### config.mk
export PLATFORM = sky130hd
export DESIGN_NAME = bus_arbiter_flat
export DESIGN_NICKNAME = d
export VERILOG_FILES = /design/src/rtl/bus_arbiter_if.sv /design/src/rtl/bus_arbiter.sv /design/src/flat_wrapper.sv
export SDC_FILE = /design/constraint.sdc
export NUM_CORES = 1
export LEC_CHECK = 0
export ABC_AREA = 1
export ABC_CLOCK_PERIOD_IN_PS = 4260
export BUFFER_PORTS_ARGS = -buffer_cell sky130_fd_sc_hd__buf_2
export CAP_MARGIN = 10
export CORE_MARGIN = 1
export CORE_UTILIZATION = 35
export DETAILED_ROUTE_END_ITERATION = 10
export SLEW_MARGIN = 20
export SYNTH_ARGS = -nofsm -noshare
export SYNTH_HDL_FRONTEND = slang
export SYNTH_SLANG_ARGS = --single-unit
### constraint.sdc
create_clock -name clk -period 4.26 [get_ports clk]
set_clock_uncertainty 0.15 [all_clocks]
set_input_delay 0.852 -clock clk [delete_from_list [all_inputs] [get_ports clk]]
set_output_delay 0.852 -clock clk [all_outputs]
set_load 0.03 [all_outputs]
### src/rtl/bus_arbiter_if.sv
// Request/grant bundle between the crossbar masters and the arbiter.
// master = requester side, slave = arbiter side.
interface bus_arbiter_if #(
    parameter int NUM_MASTERS = 16
) ();
    localparam int ID_W = (NUM_MASTERS > 1) ? $clog2(NUM_MASTERS) : 1;

    logic [NUM_MASTERS-1:0] request;
    logic [NUM_MASTERS-1:0] done;
    logic [NUM_MASTERS-1:0] grant;
    logic                   grant_valid;
    logic [ID_W-1:0]        grant_id;
    logic                   timeout_err;

    modport master (
        output request,
        output done,
        input  grant,
        input  grant_valid,
        input  grant_id,
        input  timeout_err
    );

    modport slave (
        input  request,
        input  done,
        output grant,
        output grant_valid,
        output grant_id,
        output timeout_err
    );
endinterface

### src/rtl/bus_arbiter.sv
// N-master bus arbiter: fixed-priority or round-robin selection, grant held for a
// whole transaction, watchdog revokes grants held longer than TIMEOUT cycles.
module bus_arbiter #(
    parameter int NUM_MASTERS = 16,
    parameter int RR_MODE     = 1,
    parameter int TIMEOUT     = 256
) (
    input  logic         clk,
    input  logic         rst,
    bus_arbiter_if.slave bus
);
    localparam int ID_W = $clog2(NUM_MASTERS);
    localparam int WD_W = (TIMEOUT > 1) ? $clog2(TIMEOUT) : 1;
    localparam logic [WD_W-1:0] WD_LAST = WD_W'((TIMEOUT > 0) ? TIMEOUT - 1 : 0);
    localparam logic [ID_W-1:0] LAST_ID = ID_W'(NUM_MASTERS - 1);

    typedef enum logic {IDLE, BUSY} state_t;

    state_t                 state_q;
    logic [NUM_MASTERS-1:0] grant_q;
    logic [ID_W-1:0]        grant_id_q;
    logic                   timeout_err_q;
    logic [ID_W-1:0]        rr_ptr_q;
    logic [ID_W-1:0]        rr_ptr_d;
    logic [WD_W-1:0]        wd_cnt_q;
    logic [WD_W-1:0]        wd_cnt_d;

    logic [ID_W-1:0]        scan_base;
    logic [ID_W-1:0]        cand;
    logic [ID_W-1:0]        win_id;
    logic                   win_found;

    logic                   hold_done;
    logic                   hold_req;
    logic                   wd_expire;
    logic                   release_now;
    logic                   wd_only;

    // Fixed mode always scans from index 0, which makes it plain lowest-index priority.
    assign scan_base = (RR_MODE != 0) ? rr_ptr_q : '0;

    always_comb begin
        win_found = 1'b0;
        win_id    = '0;
        cand      = '0;
        for (int i = 0; i < NUM_MASTERS; i++) begin
            if (int'(scan_base) + i >= NUM_MASTERS) begin
                cand = ID_W'(int'(scan_base) + i - NUM_MASTERS);
            end else begin
                cand = ID_W'(int'(scan_base) + i);
            end
            if (!win_found && bus.request[cand]) begin
                win_found = 1'b1;
                win_id    = cand;
            end
        end
    end

    assign hold_done   = bus.done[grant_id_q];
    assign hold_req    = bus.request[grant_id_q];
    assign wd_expire   = (TIMEOUT != 0) && (wd_cnt_q == WD_LAST);
    assign release_now = hold_done || !hold_req || wd_expire;
    // A done or withdrawal landing in the expiry cycle counts as a clean release.
    assign wd_only     = wd_expire && !hold_done && hold_req;

    assign rr_ptr_d = (grant_id_q == LAST_ID) ? '0 : grant_id_q + ID_W'(1);
    assign wd_cnt_d = (wd_cnt_q == '1) ? wd_cnt_q : wd_cnt_q + WD_W'(1);

    always_ff @(posedge clk) begin
        if (rst) begin
            state_q       <= IDLE;
            grant_q       <= '0;
            grant_id_q    <= '0;
            timeout_err_q <= 1'b0;
            rr_ptr_q      <= '0;
            wd_cnt_q      <= '0;
        end else begin
            timeout_err_q <= 1'b0;
            case (state_q)
                IDLE: begin
                    if (win_found) begin
                        grant_q    <= {{(NUM_MASTERS-1){1'b0}}, 1'b1} << win_id;
                        grant_id_q <= win_id;
                        wd_cnt_q   <= '0;
                        state_q    <= BUSY;
                    end
                end
                BUSY: begin
                    if (release_now) begin
                        grant_q       <= '0;
                        grant_id_q    <= '0;
                        timeout_err_q <= wd_only;
                        state_q       <= IDLE;
                        if (RR_MODE != 0) begin
                            rr_ptr_q <= rr_ptr_d;
                        end
                    end else begin
                        wd_cnt_q <= wd_cnt_d;
                    end
                end
                default: begin
                    state_q    <= IDLE;
                    grant_q    <= '0;
                    grant_id_q <= '0;
                end
            endcase
        end
    end

    assign bus.grant       = grant_q;
    assign bus.grant_valid = |grant_q;
    assign bus.grant_id    = grant_id_q;
    assign bus.timeout_err = timeout_err_q;
endmodule

### src/flat_wrapper.sv
// flat-port wrapper written by rule: the top's interface ports become plain ports
module bus_arbiter_flat 
#(
    parameter int NUM_MASTERS = 16,
    parameter int RR_MODE     = 1,
    parameter int TIMEOUT     = 256
)
  (clk, rst, bus_request, bus_done, bus_grant, bus_grant_valid, bus_grant_id, bus_timeout_err);
  bus_arbiter_if #(.NUM_MASTERS(NUM_MASTERS)) bus_i ();
  input  logic clk;
  input  logic rst;
  input wire logic [$bits(bus_i.request)-1:0] bus_request;
  input wire logic [$bits(bus_i.done)-1:0] bus_done;
  output wire logic [$bits(bus_i.grant)-1:0] bus_grant;
  output wire logic [$bits(bus_i.grant_valid)-1:0] bus_grant_valid;
  output wire logic [$bits(bus_i.grant_id)-1:0] bus_grant_id;
  output wire logic [$bits(bus_i.timeout_err)-1:0] bus_timeout_err;
  assign bus_i.request = bus_request;
  assign bus_i.done = bus_done;
  assign bus_grant = bus_i.grant;
  assign bus_grant_valid = bus_i.grant_valid;
  assign bus_grant_id = bus_i.grant_id;
  assign bus_timeout_err = bus_i.timeout_err;
  bus_arbiter #(.NUM_MASTERS(NUM_MASTERS), .RR_MODE(RR_MODE), .TIMEOUT(TIMEOUT)) u_core (.clk(clk), .rst(rst), .bus(bus_i));
endmodule
==> results of run 1 <==
-- how the worst max path moves through the flow --
stage | start | to | slack [ps] | cells after the start
2_1_floorplan | u_core.rr_ptr_q[1]$_SDFFE_PP0P_ | u_core.bus.grant_id[3]$_SDFFE_PP0P_ | 740 | 24
3_3_place_gp | u_core.rr_ptr_q[0]$_SDFFE_PP0P_ | u_core.bus.grant[0]$_SDFFE_PP0P_ | 560 | 17
3_5_place_dp | u_core.rr_ptr_q[0]$_SDFFE_PP0P_ | u_core.bus.grant[6]$_SDFFE_PP0P_ | 520 | 19
4_1_cts | u_core.rr_ptr_q[0]$_SDFFE_PP0P_ | u_core.bus.grant[2]$_SDFFE_PP0P_ | 490 | 19
5_1_grt | u_core.rr_ptr_q[0]$_SDFFE_PP0P_ | u_core.bus.grant[6]$_SDFFE_PP0P_ | 90 | 19
6_report | u_core.rr_ptr_q[0]$_SDFFE_PP0P_ | u_core.bus.grant[6]$_SDFFE_PP0P_ | 440 | 19
-- placed cells by master, fill, tap and decap left out, types with 5 or more instances in the layout --
cell type | synthesis | routed
dfxtp_1 | 34 | 34
xor2_1 | 15 | 15
buf_2 | 7 | 55
nand2_1 | 171 | 171
nor2_1 | 56 | 56
inv_2 | 7 | 7
nand2_2 | 12 | 12
nand4_1 | 15 | 15
nand3_2 | 5 | 5
clkbuf_8 | 0 | 5
ha_1 | 10 | 10
a21oi_1 | 36 | 36
inv_1 | 77 | 77
nand3_1 | 108 | 108
buf_4 | 1 | 9
nor4_1 | 5 | 5
nor3_1 | 5 | 5
o21ai_0 | 24 | 24
-- worst reg2reg max path: cells and delay by family, from the launching register on --
| family | cells | cell delay, ps |
|---|---|---|
| xor+xnor | 1 | 630 |
| flops | 1 | 320 |
| buf+inv | 2 | 340 |
| fa+ha+maj | 1 | 260 |
| compound gates | 2 | 310 |
| simple gates | 13 | 1750 |
-- final cells by class --
cell class / count / area share, %
multi-input combinational: 500 / 62.1
sequential: 34 / 16.2
timing repair buffer: 64 / 8.16
inverter: 85 / 7.71
tap: 136 / 4.05
clock buffer: 7 / 1.82
-- cell families after synthesis --
family,share of synthesized area [%]
AND/OR/NAND/NOR,51.4
buffers and inverters,11.6
AO/OA/AOI/OAI,10.9
flip-flops,18.3
XOR/XNOR,4.48
adder cells (fa/ha/maj),3.36
-- through the flow --
step	utilization (%)	setup slack, ps	total power [mW]	std cells	hold WS (ps)
floorplan	-	737	2.86	636	306
global placement	40.0	559	3.58	819	318
detailed placement	40.0	517	3.61	819	324
CTS	40.7	489	3.84	826	334
global route	40.7	90.8	4.29	826	350
finish	40.7	437	3.86	826	333
-- state kept, by name, indices dropped and copies added, names as in the netlist --
| signal | flops |
|---|---|
| u_core.wd_cnt_q | 8 |
| u_core.bus.grant | 16 |
| u_core.rr_ptr_q | 4 |
| u_core.bus.timeout_err | 1 |
| u_core.state_q | 1 |
| u_core.bus.grant_id | 4 |
-- power groups by stage --
stage | combinational, mW | sequential [mW] | clock [mW]
floorplan | 2.34 | 0.520 | 0
global placement | 3.12 | 0.461 | 0
detailed placement | 3.15 | 0.464 | 0
CTS | 3.16 | 0.458 | 0.229
global route | 3.58 | 0.466 | 0.244
finish | 3.18 | 0.457 | 0.220
-- per-layer routing --
metal	track usage, %	up-vias	wire length, um
met3	1.87	18	491
li1	-	2177	-
met2	36.2	112	5320
met5	0	-	0
met4	6.84	0	244
met1	27.1	1953	5190
==> impl_metrics.toml, run 1 <==
[cells_and_area]
drive_gt1_share_pct = 15.9
multi_input_area_mm2 = 0.00261
n_antenna_cell = 0
ff_latch_area_um2 = 681
area_delta_synth_final_pct = 13.0
design_area_mm2 = 0.00420
nNetsFinal = 734
num-fill-cells = 1146

[route]
vias_per_cell = 5.16
antenna_left = 0
routed_wl_um = 11300
vias = 4260
wl_per_cell_um = 13.6
drt_iter0_drc = 292
first_pass_iters = 5
drc = 0

[critical_path]
reg2regPathDepth = 19
rr_endpoint = "u_core.bus.grant[6]$_SDFFE_PP0P_"
critical_path_arrival_ps = 3880
crit_family = "simple AND/OR/NAND/NOR gates"
path_buf_inv = 2
start_kind = "register"
cpMostUsedCell = "nand2_1"
crit_fanout = 23
max_stage_delay_ps = 630
critPathKind = "reg -> reg"
worst-r2r-setup-slack_ps = 440
crit_path_top_delay_cell = "xnor2_1"
cp-end-kind = "register"
worst_r2r_startpoint = "u_core.rr_ptr_q[0]$_SDFFE_PP0P_"
crit_chain = "buf_4, ha_1, xnor2_1, nand3_1, nand2_1, nand2_1, nand2_1, inv_1, nand4_1, nand4_1, a21oi_1, nand2_1, nor2_1, nand3_1, nand2_1, nand2_1, nor2_1, nand2_1, a21oi_1"
crit_required_ps = 4320

[hold_path]
hold_end = "u_core.bus.grant[10]$_SDFFE_PP0P_"
hp-class = "reg -> reg"
hold_start = "u_core.bus.grant[10]$_SDFFE_PP0P_"
whs_path_depth = 2

[logic_synthesis]
synth_fp_nets = 680
synth_largest_area_cell = "dfxtp_1"
ys_seq_area_share_pct = 18.3
synth_area_mm2 = 0.00372
yosys.area.top_type_share_pct = 18.3
syn_inst = 636
synth-edff-count = 0
synth_ff_type = "dfxtp_1"
async_flop_share_pct = 0
ys_ff_latch = 34
netlist_top_cells_count = "171 x nand2_1, 108 x nand3_1, 77 x inv_1"
synth_area_leaders = "dfxtp_1 18%, nand2_1 17%, nand3_1 15%, inv_1 7.8%, nor2_1 5.7%"
syn_area_per_cell_um2 = 5.85
yosysWarningCount = 0
synth.most_common_cell = "nand2_1"
synth.distinct_cells = 39

[placed_design]
placed_area_mm2 = 0.00413
portBuffers = 55
gp_congestion = 0.938
hpwlAfterDp_um = 9010

[power]
seqPwrFrac_pct = 11.8
p_sw_mw = 2.45
powerDensity_mw_per_mm2 = 918
p_leak_nw = 2.14
pwr-share-comb_pct = 82.5
clkPwrFrac_pct = 5.7
intPower_mw = 1.41
switching_share_pct = 63.4
ir_drop_mv = 0.313

[grt]
grt_pass1_wl_um = 18900
grt_overflow = 0
grt_max_degree = 33
grt_pass1_vias = 4093
antenna_found_initial = 0
grt_usage_pct = 20.9

[sta]
fmax_mhz = 262
finalSetupTns_ps = 0
hold_viol_final = 0
finalCritPeriodShare_pct = 89.8
period_minus_slack_ps = 3820
rsz0062_at_grt = "no"
final-max-slew-violation-count = 0
slew_headroom_pct = 47.8
final-setup-viol-count = 0
worst_pin_slew_ps = 777

[clock_tree]
cts.path.max_buffers = 2
htree_levels = 2
cts_setup_buffers = 0
holdBufCountCts = 0
cts_tree = "yes"
clock-sinks = 34
cts_root_buf = "clkbuf_8"
numCtsBuffers = 5
worstSkewPairLatency_ps = 280
cts_resized = 0
cts.clk_slew.worst_paths_ps = 60

[run]
cap_violations = 0

[floorplanning]
start_util_pct = 36.0
num_rows = 37
die_x_um = 105
dieArea_mm2 = 0.0110
die_h_um = 105
core_area_mm2 = 0.0103
ios = 56

[run_status]
status = "complete, no violations"
No activity file was read; power rests on OpenSTA's default activity.
==> run 2, diff against run 1 <==
--- a/config.mk
+++ b/config.mk
@@ -9,6 +9,7 @@
 export ABC_CLOCK_PERIOD_IN_PS = 4260
 export BUFFER_PORTS_ARGS = -buffer_cell sky130_fd_sc_hd__buf_2
 export CAP_MARGIN = 10
+export CORE_ASPECT_RATIO = 1.25
 export CORE_MARGIN = 1
 export CORE_UTILIZATION = 35
 export DETAILED_ROUTE_END_ITERATION = 10
==> impl_metrics.toml, run 2 (same netlist as run 1, synthesis figures left out) <==
[run_status]
status = "complete, no violations"

[grt]
antenna_found_initial = 0
grt_usage_pct = 22.0
grt_max_degree = 33
grt_pass1_vias = 4140
grt_overflow = 0
grt_pass1_wl_um = 19300

[critical_path]
path_buf_inv = 1
reg2regPathDepth = 23
critical_path_arrival_ps = 3890
crit_family = "simple AND/OR/NAND/NOR gates"
max_stage_delay_ps = 620
rr_endpoint = "u_core.bus.grant[9]$_SDFFE_PP0P_"
crit_path_top_delay_cell = "xnor2_1"
cp.depth = 23
cp-end-kind = "register"
crit_start = "u_core.rr_ptr_q[0]$_SDFFE_PP0P_"
crit_chain = "buf_4, ha_1, xnor2_1, nand3_1, nand2_1, nand2_2, nand2_4, nor2_8, nand4_1, nor2_1, nor2_1, nand2_1, nor2_1, nand3_1, nor2_1, nand3_1, nor2_1, nand3_1, nor2_1, nand2_1, nor2_1, nand2_1, a21oi_1"
crit_required_ps = 4320
crit_fanout = 23
cp-endpoint = "u_core.bus.grant[9]$_SDFFE_PP0P_"
worst-r2r-setup-slack_ps = 430
cpMostUsedCell = "nor2_1"
critPathKind = "reg -> reg"
worst_r2r_startpoint = "u_core.rr_ptr_q[0]$_SDFFE_PP0P_"
start_kind = "register"

[route]
drc = 0
routed_wl_um = 11300
drt_iter0_drc = 208
antenna_left = 0
vias = 4208
vias_per_cell = 5.14
first_pass_iters = 5
wl_per_cell_um = 13.8

[cells_and_area]
mostFrequentLayoutCell = "nand2_1"
design_area_mm2 = 0.00425
drive_gt1_share_pct = 16.0
final_cell_mix = "171 x nand2_1, 108 x nand3_1, 77 x inv_1, 56 x nor2_1, 55 x buf_2"
nNetsFinal = 732
n_antenna_cell = 0
area_delta_synth_final_pct = 14.3
num-fill-cells = 1158
largest_reg_flops = 16
final_cells = 818

[clock_tree]
worstSkewPairLatency_ps = 280
numCtsBuffers = 5
htree_levels = 2
cts.path.max_buffers = 2
clock-sinks = 34
cts_tree = "yes"
cts.clk_slew.worst_paths_ps = 50
cts_resized = 0
cts_root_buf = "clkbuf_16"
holdBufCountCts = 0
cts_setup_buffers = 0

[floorplanning]
ios = 56
die_x_um = 94.2
core_area_mm2 = 0.0102
die_h_um = 117
num_rows = 41
start_util_pct = 36.4
dieArea_mm2 = 0.0110

[sta]
finalSetupTns_ps = 0
rsz0062_at_grt = "no"
fmax_mhz = 261
slew_headroom_pct = 39.8
worst_pin_slew_ps = 897
finalCritPeriodShare_pct = 89.9
period_minus_slack_ps = 3830
worst_slack_ps = 432
final-setup-viol-count = 0
hold_viol_final = 0
final-max-slew-violation-count = 0

[hold_path]
hp-class = "reg -> reg"
whs_path_depth = 2

[placed_design]
pre_cts_slack_ps = 457
portBuffers = 55
gp_congestion = 0.938
hpwlAfterDp_um = 9050
placed_cells = 810
placed_area_mm2 = 0.00410

[power]
powerDensity_mw_per_mm2 = 932
ir_drop_mv = 0.545
p_leak_nw = 2.16

[run]
cap_violations = 0
[run 2: cell count changes in the layout (fill, tap and decap cells not counted), sizes merged]
cell and change:
clkinv +1, buf -2
[run 2: layout make-up]
type | instances | area, um2 | share of cell area (%)
Inverter | 85 | 324 | 7.63
Tap cell | 129 | 161 | 3.80
Sequential cell | 34 | 681 | 16.0
Clock buffer | 7 | 143 | 3.36
Multi-Input combinational cell | 500 | 2610 | 61.4
Timing Repair Buffer | 62 | 328 | 7.71
Clock inverter | 1 | 5.00 | 0.118
[run 2: per-layer routing]
metal / vias to the layer above / routed length (um) / GRT usage [%]
li1: 2181 / - / -
met1: 1917 / 4960 / 25.8
met2: 83 / 5610 / 40.0
met3: 27 / 296 / 1.94
met4: 0 / 409 / 10.6
met5: - / 0 / 0
[run 2: worst min-delay path by stage]
| stage | start | to | slack [ps] |
|---|---|---|---|
| 3_5_place_dp | u_core.bus.grant[1]$_SDFFE_PP0P_ | u_core.bus.grant[1]$_SDFFE_PP0P_ | 320 |
| 4_1_cts | u_core.bus.grant[1]$_SDFFE_PP0P_ | u_core.bus.grant[1]$_SDFFE_PP0P_ | 330 |
| 3_3_place_gp | u_core.bus.grant[1]$_SDFFE_PP0P_ | u_core.bus.grant[1]$_SDFFE_PP0P_ | 320 |
| 6_report | u_core.bus.grant[2]$_SDFFE_PP0P_ | u_core.bus.grant[2]$_SDFFE_PP0P_ | 330 |
| 5_1_grt | u_core.bus.grant[3]$_SDFFE_PP0P_ | u_core.bus.grant[3]$_SDFFE_PP0P_ | 360 |
| 2_1_floorplan | u_core.wd_cnt_q[1]$_SDFFE_PP0P_ | u_core.wd_cnt_q[1]$_SDFFE_PP0P_ | 310 |
[run 2: tightest hold or removal path: cells and delay by family (launching register included)]
| family | cells | cell delay [ps] |
|---|---|---|
| compound gates | 1 | 50 |
| flops | 1 | 320 |
| simple gates | 1 | 60 |
[run 2: power by group]
group / switching [mW] / internal (mW)
combinational: 2.25 / 0.894
sequential: 0.0730 / 0.383
clock: 0.129 / 0.231
total: 2.45 / 1.51
[run 2: stage by stage]
stage,util (%),hold WS [ps],power (mW)
6_report,41.6,331,3.96
5_1_grt,41.6,358,4.40
4_1_cts,41.6,334,3.96
3_5_place_dp,40.2,322,3.59
3_3_place_gp,40.2,320,3.58
2_1_floorplan,-,306,2.86
